--- config.mk ---
export PLATFORM = sky130hd
export DESIGN_NAME = div_shift_sub
export DESIGN_NICKNAME = d
export VERILOG_FILES = /design/src/rtl/div_shift_sub_pkg.sv /design/src/rtl/div_shift_sub_step.sv /design/src/rtl/div_shift_sub.sv
export SDC_FILE = /design/constraint.sdc
export NUM_CORES = 1
export LEC_CHECK = 0
export ABC_AREA = 1
export BUFFER_PORTS_ARGS = -buffer_cell sky130_fd_sc_hd__buf_2
export CORE_AREA = 10 10 232 168
export DETAILED_ROUTE_END_ITERATION = 6
export DIE_AREA = 0 0 242 178
export GPL_ROUTABILITY_DRIVEN = 0
export PLACE_DENSITY = 0.75
export SYNTH_ARGS = -nofsm -noshare
export SYNTH_HDL_FRONTEND = slang
export SYNTH_HIERARCHICAL = 1
export SYNTH_SLANG_ARGS = --single-unit
--- constraint.sdc ---
create_clock -name i_clk -period 11.9 [get_ports i_clk]
set_clock_uncertainty 0.2 [all_clocks]
set_input_delay 0 -clock i_clk [delete_from_list [all_inputs] [get_ports i_clk]]
set_output_delay 0 -clock i_clk [all_outputs]
set_load 0.02 [all_outputs]
--- src/rtl/div_shift_sub_pkg.sv ---
// Shared definitions for the shift-subtract divider.
//   div_state_t : controller states (IDLE, RUN, DONE)
//   DIV_W       : default operand width
//   DIV_ZERO_Q  : quotient returned on divide-by-zero and on the error path
package div_pkg;

  localparam int DIV_W = 32;

  localparam logic [DIV_W-1:0] DIV_ZERO_Q = '1;

  typedef enum logic [1:0] {
    IDLE = 2'd0,
    RUN  = 2'd1,
    DONE = 2'd2
  } div_state_t;

endpackage : div_pkg

--- src/rtl/div_shift_sub_step.sv ---
// One restoring-division step: compare the partial remainder against the
// current divisor and subtract when it fits, shifting the new quotient bit
// into the accumulator.
// Ports:
//   i_rem    : partial remainder
//   i_d      : current (shifted) divisor
//   i_qacc   : quotient accumulator
//   o_rem_n  : remainder after the step
//   o_qacc_n : quotient accumulator after the step
module div_step #(
  parameter int W = 32
) (
  input  logic [W-1:0] i_rem,
  input  logic [W-1:0] i_d,
  input  logic [W-1:0] i_qacc,
  output logic [W-1:0] o_rem_n,
  output logic [W-1:0] o_qacc_n
);

  logic w_ge;

  // The subtract only happens when it fits, so it never borrows.
  always_comb begin
    w_ge     = (i_rem >= i_d);
    o_rem_n  = w_ge ? (i_rem - i_d) : i_rem;
    o_qacc_n = {i_qacc[W-2:0], w_ge};
  end

endmodule : div_step

--- src/rtl/div_shift_sub.sv ---
// Iterative unsigned shift-subtract divider (MIPS DIVU) that takes the
// divisor b together with its pre-aligned copy shiftb = b << k and walks the
// divisor back down one bit per cycle, one quotient bit per cycle.
//
// state | meaning
// ------+---------------------------------------------------------
// IDLE  | o_in_ready=1, waiting for operands
// RUN   | one compare/subtract step per cycle
// DONE  | o_out_valid=1, q/r/err held until the consumer takes them
//
// Ports:
//   i_clk, i_rst          : clock, asynchronous active-high reset
//   i_in_valid/o_in_ready : operand handshake
//   i_a, i_b, i_shiftb    : dividend, divisor, aligned divisor
//   o_out_valid/i_out_ready : result handshake
//   o_q, o_r              : quotient (LO), remainder (HI)
//   o_err                 : shiftb was not a lossless left shift of b
module div_shift_sub
  import div_pkg::*;
#(
  parameter int W = DIV_W
) (
  input  logic         i_clk,
  input  logic         i_rst,
  input  logic         i_in_valid,
  output logic         o_in_ready,
  input  logic [W-1:0] i_a,
  input  logic [W-1:0] i_b,
  input  logic [W-1:0] i_shiftb,
  output logic         o_out_valid,
  input  logic         i_out_ready,
  output logic [W-1:0] o_q,
  output logic [W-1:0] o_r,
  output logic         o_err
);

  localparam int CNT_W = $clog2(W) + 1;
  localparam logic [W-1:0]     L_ALL_ONES = '1;
  localparam logic [CNT_W-1:0] L_LAST_STEP = CNT_W'(W - 1);

  div_state_t       r_state;
  logic             r_in_ready;
  logic             r_out_valid;
  logic [W-1:0]     r_a;
  logic [W-1:0]     r_b;
  logic [W-1:0]     r_rem;
  logic [W-1:0]     r_d;
  logic [W-1:0]     r_qacc;
  logic [CNT_W-1:0] r_cnt;
  logic [W-1:0]     r_q;
  logic [W-1:0]     r_r;
  logic             r_err;

  logic [W-1:0]     w_rem_n;
  logic [W-1:0]     w_qacc_n;

  div_step #(.W(W)) u_step (
    .i_rem    (r_rem),
    .i_d      (r_d),
    .i_qacc   (r_qacc),
    .o_rem_n  (w_rem_n),
    .o_qacc_n (w_qacc_n)
  );

  always_ff @(posedge i_clk or posedge i_rst) begin
    if (i_rst) begin
      r_state     <= IDLE;
      r_in_ready  <= 1'b1;
      r_out_valid <= 1'b0;
      r_a         <= '0;
      r_b         <= '0;
      r_rem       <= '0;
      r_d         <= '0;
      r_qacc      <= '0;
      r_cnt       <= '0;
      r_q         <= '0;
      r_r         <= '0;
      r_err       <= 1'b0;
    end else begin
      case (r_state)
        IDLE: begin
          if (i_in_valid) begin
            r_a <= i_a;
            r_b <= i_b;
            if (i_b == '0) begin
              r_q         <= L_ALL_ONES;
              r_r         <= i_a;
              r_err       <= 1'b0;
              r_state     <= DONE;
              r_in_ready  <= 1'b0;
              r_out_valid <= 1'b1;
            end else if (i_a < i_b) begin
              r_q         <= '0;
              r_r         <= i_a;
              r_err       <= 1'b0;
              r_state     <= DONE;
              r_in_ready  <= 1'b0;
              r_out_valid <= 1'b1;
            end else begin
              r_rem      <= i_a;
              r_d        <= i_shiftb;
              r_qacc     <= '0;
              r_cnt      <= '0;
              r_state    <= RUN;
              r_in_ready <= 1'b0;
            end
          end
        end

        RUN: begin
          r_rem  <= w_rem_n;
          r_qacc <= w_qacc_n;
          r_cnt  <= r_cnt + CNT_W'(1);
          // Reaching the unshifted divisor means this was the last quotient bit.
          if (r_d == r_b) begin
            r_q         <= w_qacc_n;
            r_r         <= w_rem_n;
            r_err       <= 1'b0;
            r_state     <= DONE;
            r_out_valid <= 1'b1;
          end else if (r_cnt == L_LAST_STEP) begin
            // W steps without meeting b: the alignment input was inconsistent.
            r_q         <= L_ALL_ONES;
            r_r         <= r_a;
            r_err       <= 1'b1;
            r_state     <= DONE;
            r_out_valid <= 1'b1;
          end else begin
            r_d <= r_d >> 1;
          end
        end

        DONE: begin
          if (i_out_ready) begin
            r_state     <= IDLE;
            r_in_ready  <= 1'b1;
            r_out_valid <= 1'b0;
          end
        end

        default: begin
          r_state     <= IDLE;
          r_in_ready  <= 1'b1;
          r_out_valid <= 1'b0;
        end
      endcase
    end
  end

  assign o_in_ready  = r_in_ready;
  assign o_out_valid = r_out_valid;
  assign o_q         = r_q;
  assign o_r         = r_r;
  assign o_err       = r_err;

endmodule : div_shift_sub

==> summary.md <==
| Metric | Value |
|---|---|
| Status | finished, final reports clean |
| Total Negative Setup Slacks | 0 ns |
| Worst R2R End | o_q[26]$_DFFE_PP0P_ |
| Row cnt | 57 |
| WS Path Type | reg -> reg |
| Switching power | 2.87 mW |
| Gr ovfl total | 0 |
| Post-route insts no fill | 2884 |
| Drt pass-1 iters | 5 |
| Setup ws final | 8.29 ns |
| Area grow syn2layout | 17.1% |
| CTS HTree Levels | 1 |
| Slew Limit Fails | 0 |
| Logic gate share of total power | 60.3% |
| Sw frac | 51.4% |
| Int Pwr | 2.71 mW |
| CP endpoint kind | register |
| Critical Path Start Type | register |
| Post-route DRC | 0 |
| Crit path DAT | 3.85 ns |
| DP HPWL | 33100 um |
| Global Route Usage Sum | 21.1% |
| # IOs | 167 |
| CTS tree | yes |
| Placed cells | 2743 |
| I/O Buffers | 166 |
| Clock sink total | 234 |
| Share of cells above drive strength 1 | 12.8% |
| Max VDD drop | 0.191 mV |
| Tightest Pin Transition | 1.29 ns |
| Chip Height | 178 um |
| Hold WC Path Type | in -> async |
| Largest net degree at the start of global routing | 122 |
| DR iter-0 viols | 1498 |
| Routed WL per cell | 16.2 um |
| DP Worst Slack | 8.37 ns |
| R2r startpoint | r_d[16]$_DFFE_PP0P_ |
| Final worst path period share | 30.3% |
| WP data required | 12.14 ns |
| Mean Syn Cell Area | 6.93 um^2 |
| Reg2reg path depth | 14 |
| Share of power burned in the clock network | 14.7% |
| Syn. warnings | 6 |
| Peak Freq | 277 MHz |
| Final Setup Violations | 0 |
| Die area | 43100 um^2 |
| CP Max Fanout | 71 |
| Core region area | 34400 um^2 |
| Slew HR | 13.5% |
| Clk slew on worst S/H paths | 0.07 ns |
| Fin crit period | 3.61 ns |
| Root buffer cell | clkbuf_16 |
| Setup bufs post-CTS | 0 |
| Nets@finish | 2562 |
| Cts bufs inserted | 24 |
| Mapped Area | 15300 um^2 |
| Hold WS | 0.00353 ns |
| CTS Buffer Depth | 3 |
| Sequential Power Share | 25.0% |
| Leak | 10.1 nW |
| Vias/cell | 5.09 |
| Skew-Pair Late Insertion Delay | 0.54 ns |
| Via count | 14700 |
| First-pass GRT wire length | 74900 um |
| Net Count, Synth | 2379 |
| Synth Instances | 2214 |
| RSZ-0062 raised after global routing | false |
| Routed WL | 46600 um |
| Pwr per Cell Area | 311 nW/um^2 |
| Max Cap Viol | 0 |
| Initial Util | 44.6% |
| Antenna viol nets, final | 0 |
| Reg2Reg Setup Slack | 8.29 ns |
| Initial antenna violation count | 1 |
| Die width | 242 um |
| Final hold vios | 0 |
| Vias in the first global route | 14000 |
==> final cells by class <==
type,instances,area (um^2)
Antenna cell,1,2.50
Clock buffer,33,706
Clock inverter,7,138
Fill cell,3331,16400
Inverter,273,1040
Multi-Input combinational cell,1587,7720
Sequential cell,234,5860
Tap cell,472,591
Timing Repair Buffer,277,1910
==> placed cells by master, fill, tap and decap left out, types with 5 or more instances in the layout <==
master / n
nand3_1: 115
buf_2: 166
nor2_4: 6
nand2_2: 37
nand2_1: 916
ha_1: 64
and3_1: 33
dlygate4sd3_1: 100
buf_4: 11
a21boi_0: 13
clkbuf_16: 25
xor2_1: 14
a21oi_1: 53
xnor2_1: 30
clkbuf_8: 5
o21ai_1: 40
nor2_1: 90
inv_2: 7
nor3_1: 7
inv_1: 263
o21ai_0: 96
nand4_1: 16
o21ai_2: 27
dfrtp_1: 233
==> critical path, cell delays in order, from the launching register on <==
cell and delay [ns]:
dfrtp_1 0.39, inv_1 0.08, or2_0 0.20, nand3_1 0.14, nor2_1 0.08, nand2_1 0.08, nor2_2 0.05, nand2_4 0.38
nand3_2 0.14, nand2_1 0.10, inv_2 0.05, nand2_4 0.49, buf_4 0.76, nand2_1 0.20, o21ai_2 0.11
==> routing by layer <==
metal | vias to the layer above | share of wire [%] | track usage (%)
met1 | 6808 | 46 | 29.8
met4 | 0 | 1.8 | 4.42
met3 | 60 | 9.4 | 4.87
met5 | - | 0 | 0
li1 | 7186 | - | -
met2 | 615 | 43 | 32.4
==> worst max-delay path by stage <==
stage	cells past startpoint	endpoint	slack, ns	start
after floorplan	1	o_err$_DFFE_PP0P_	5.28	i_rst
after global placement	13	o_err$_DFFE_PP0P_	8.48	r_d[8]$_DFFE_PP0P_
after detailed placement	14	o_r[0]$_DFFE_PP0P_	8.37	r_d[16]$_DFFE_PP0P_
after CTS	14	o_r[0]$_DFFE_PP0P_	8.32	r_d[16]$_DFFE_PP0P_
after global routing	19	o_q[26]$_DFFE_PP0P_	8.04	i_b[3]
final	14	o_q[26]$_DFFE_PP0P_	8.29	r_d[16]$_DFFE_PP0P_
==> stage by stage <==
step,instance area (um^2),util [%],total power [mW]
2_1_floorplan,15300,-,3.94
5_1_grt,18000,52.3,6.06
6_report,18000,52.3,5.59
3_5_place_dp,16100,46.9,4.66
3_3_place_gp,16100,46.9,4.57
4_1_cts,18000,52.3,5.54
==> power by group through the flow <==
| stage | combinational (mW) | sequential [mW] | clock, mW |
|---|---|---|---|
| 2_1_floorplan | 2.50 | 1.44 | 0 |
| 3_3_place_gp | 3.19 | 1.38 | 0 |
| 3_5_place_dp | 3.27 | 1.40 | 0 |
| 4_1_cts | 3.31 | 1.39 | 0.832 |
| 5_1_grt | 3.76 | 1.43 | 0.868 |
| 6_report | 3.37 | 1.40 | 0.822 |
==> registers in the layout (all words and copies together), names as in the netlist <==
register,flops
o_q,32
o_r,32
r_a,32
r_b,32
r_d,32
r_rem,32
r_qacc,31
r_cnt,6
r_state,2
o_err,1
o_in_ready,1
o_out_valid,1
==> repair_timing <==
| action | 4_1_cts | 5_1_grt |
|---|---|---|
| hold buffers | 100 | 0 |
| endpoints found under the hold margin | 282 | 0 |
| resized for setup | 0 | 0 |
Power figures use the tool's default switching activity.
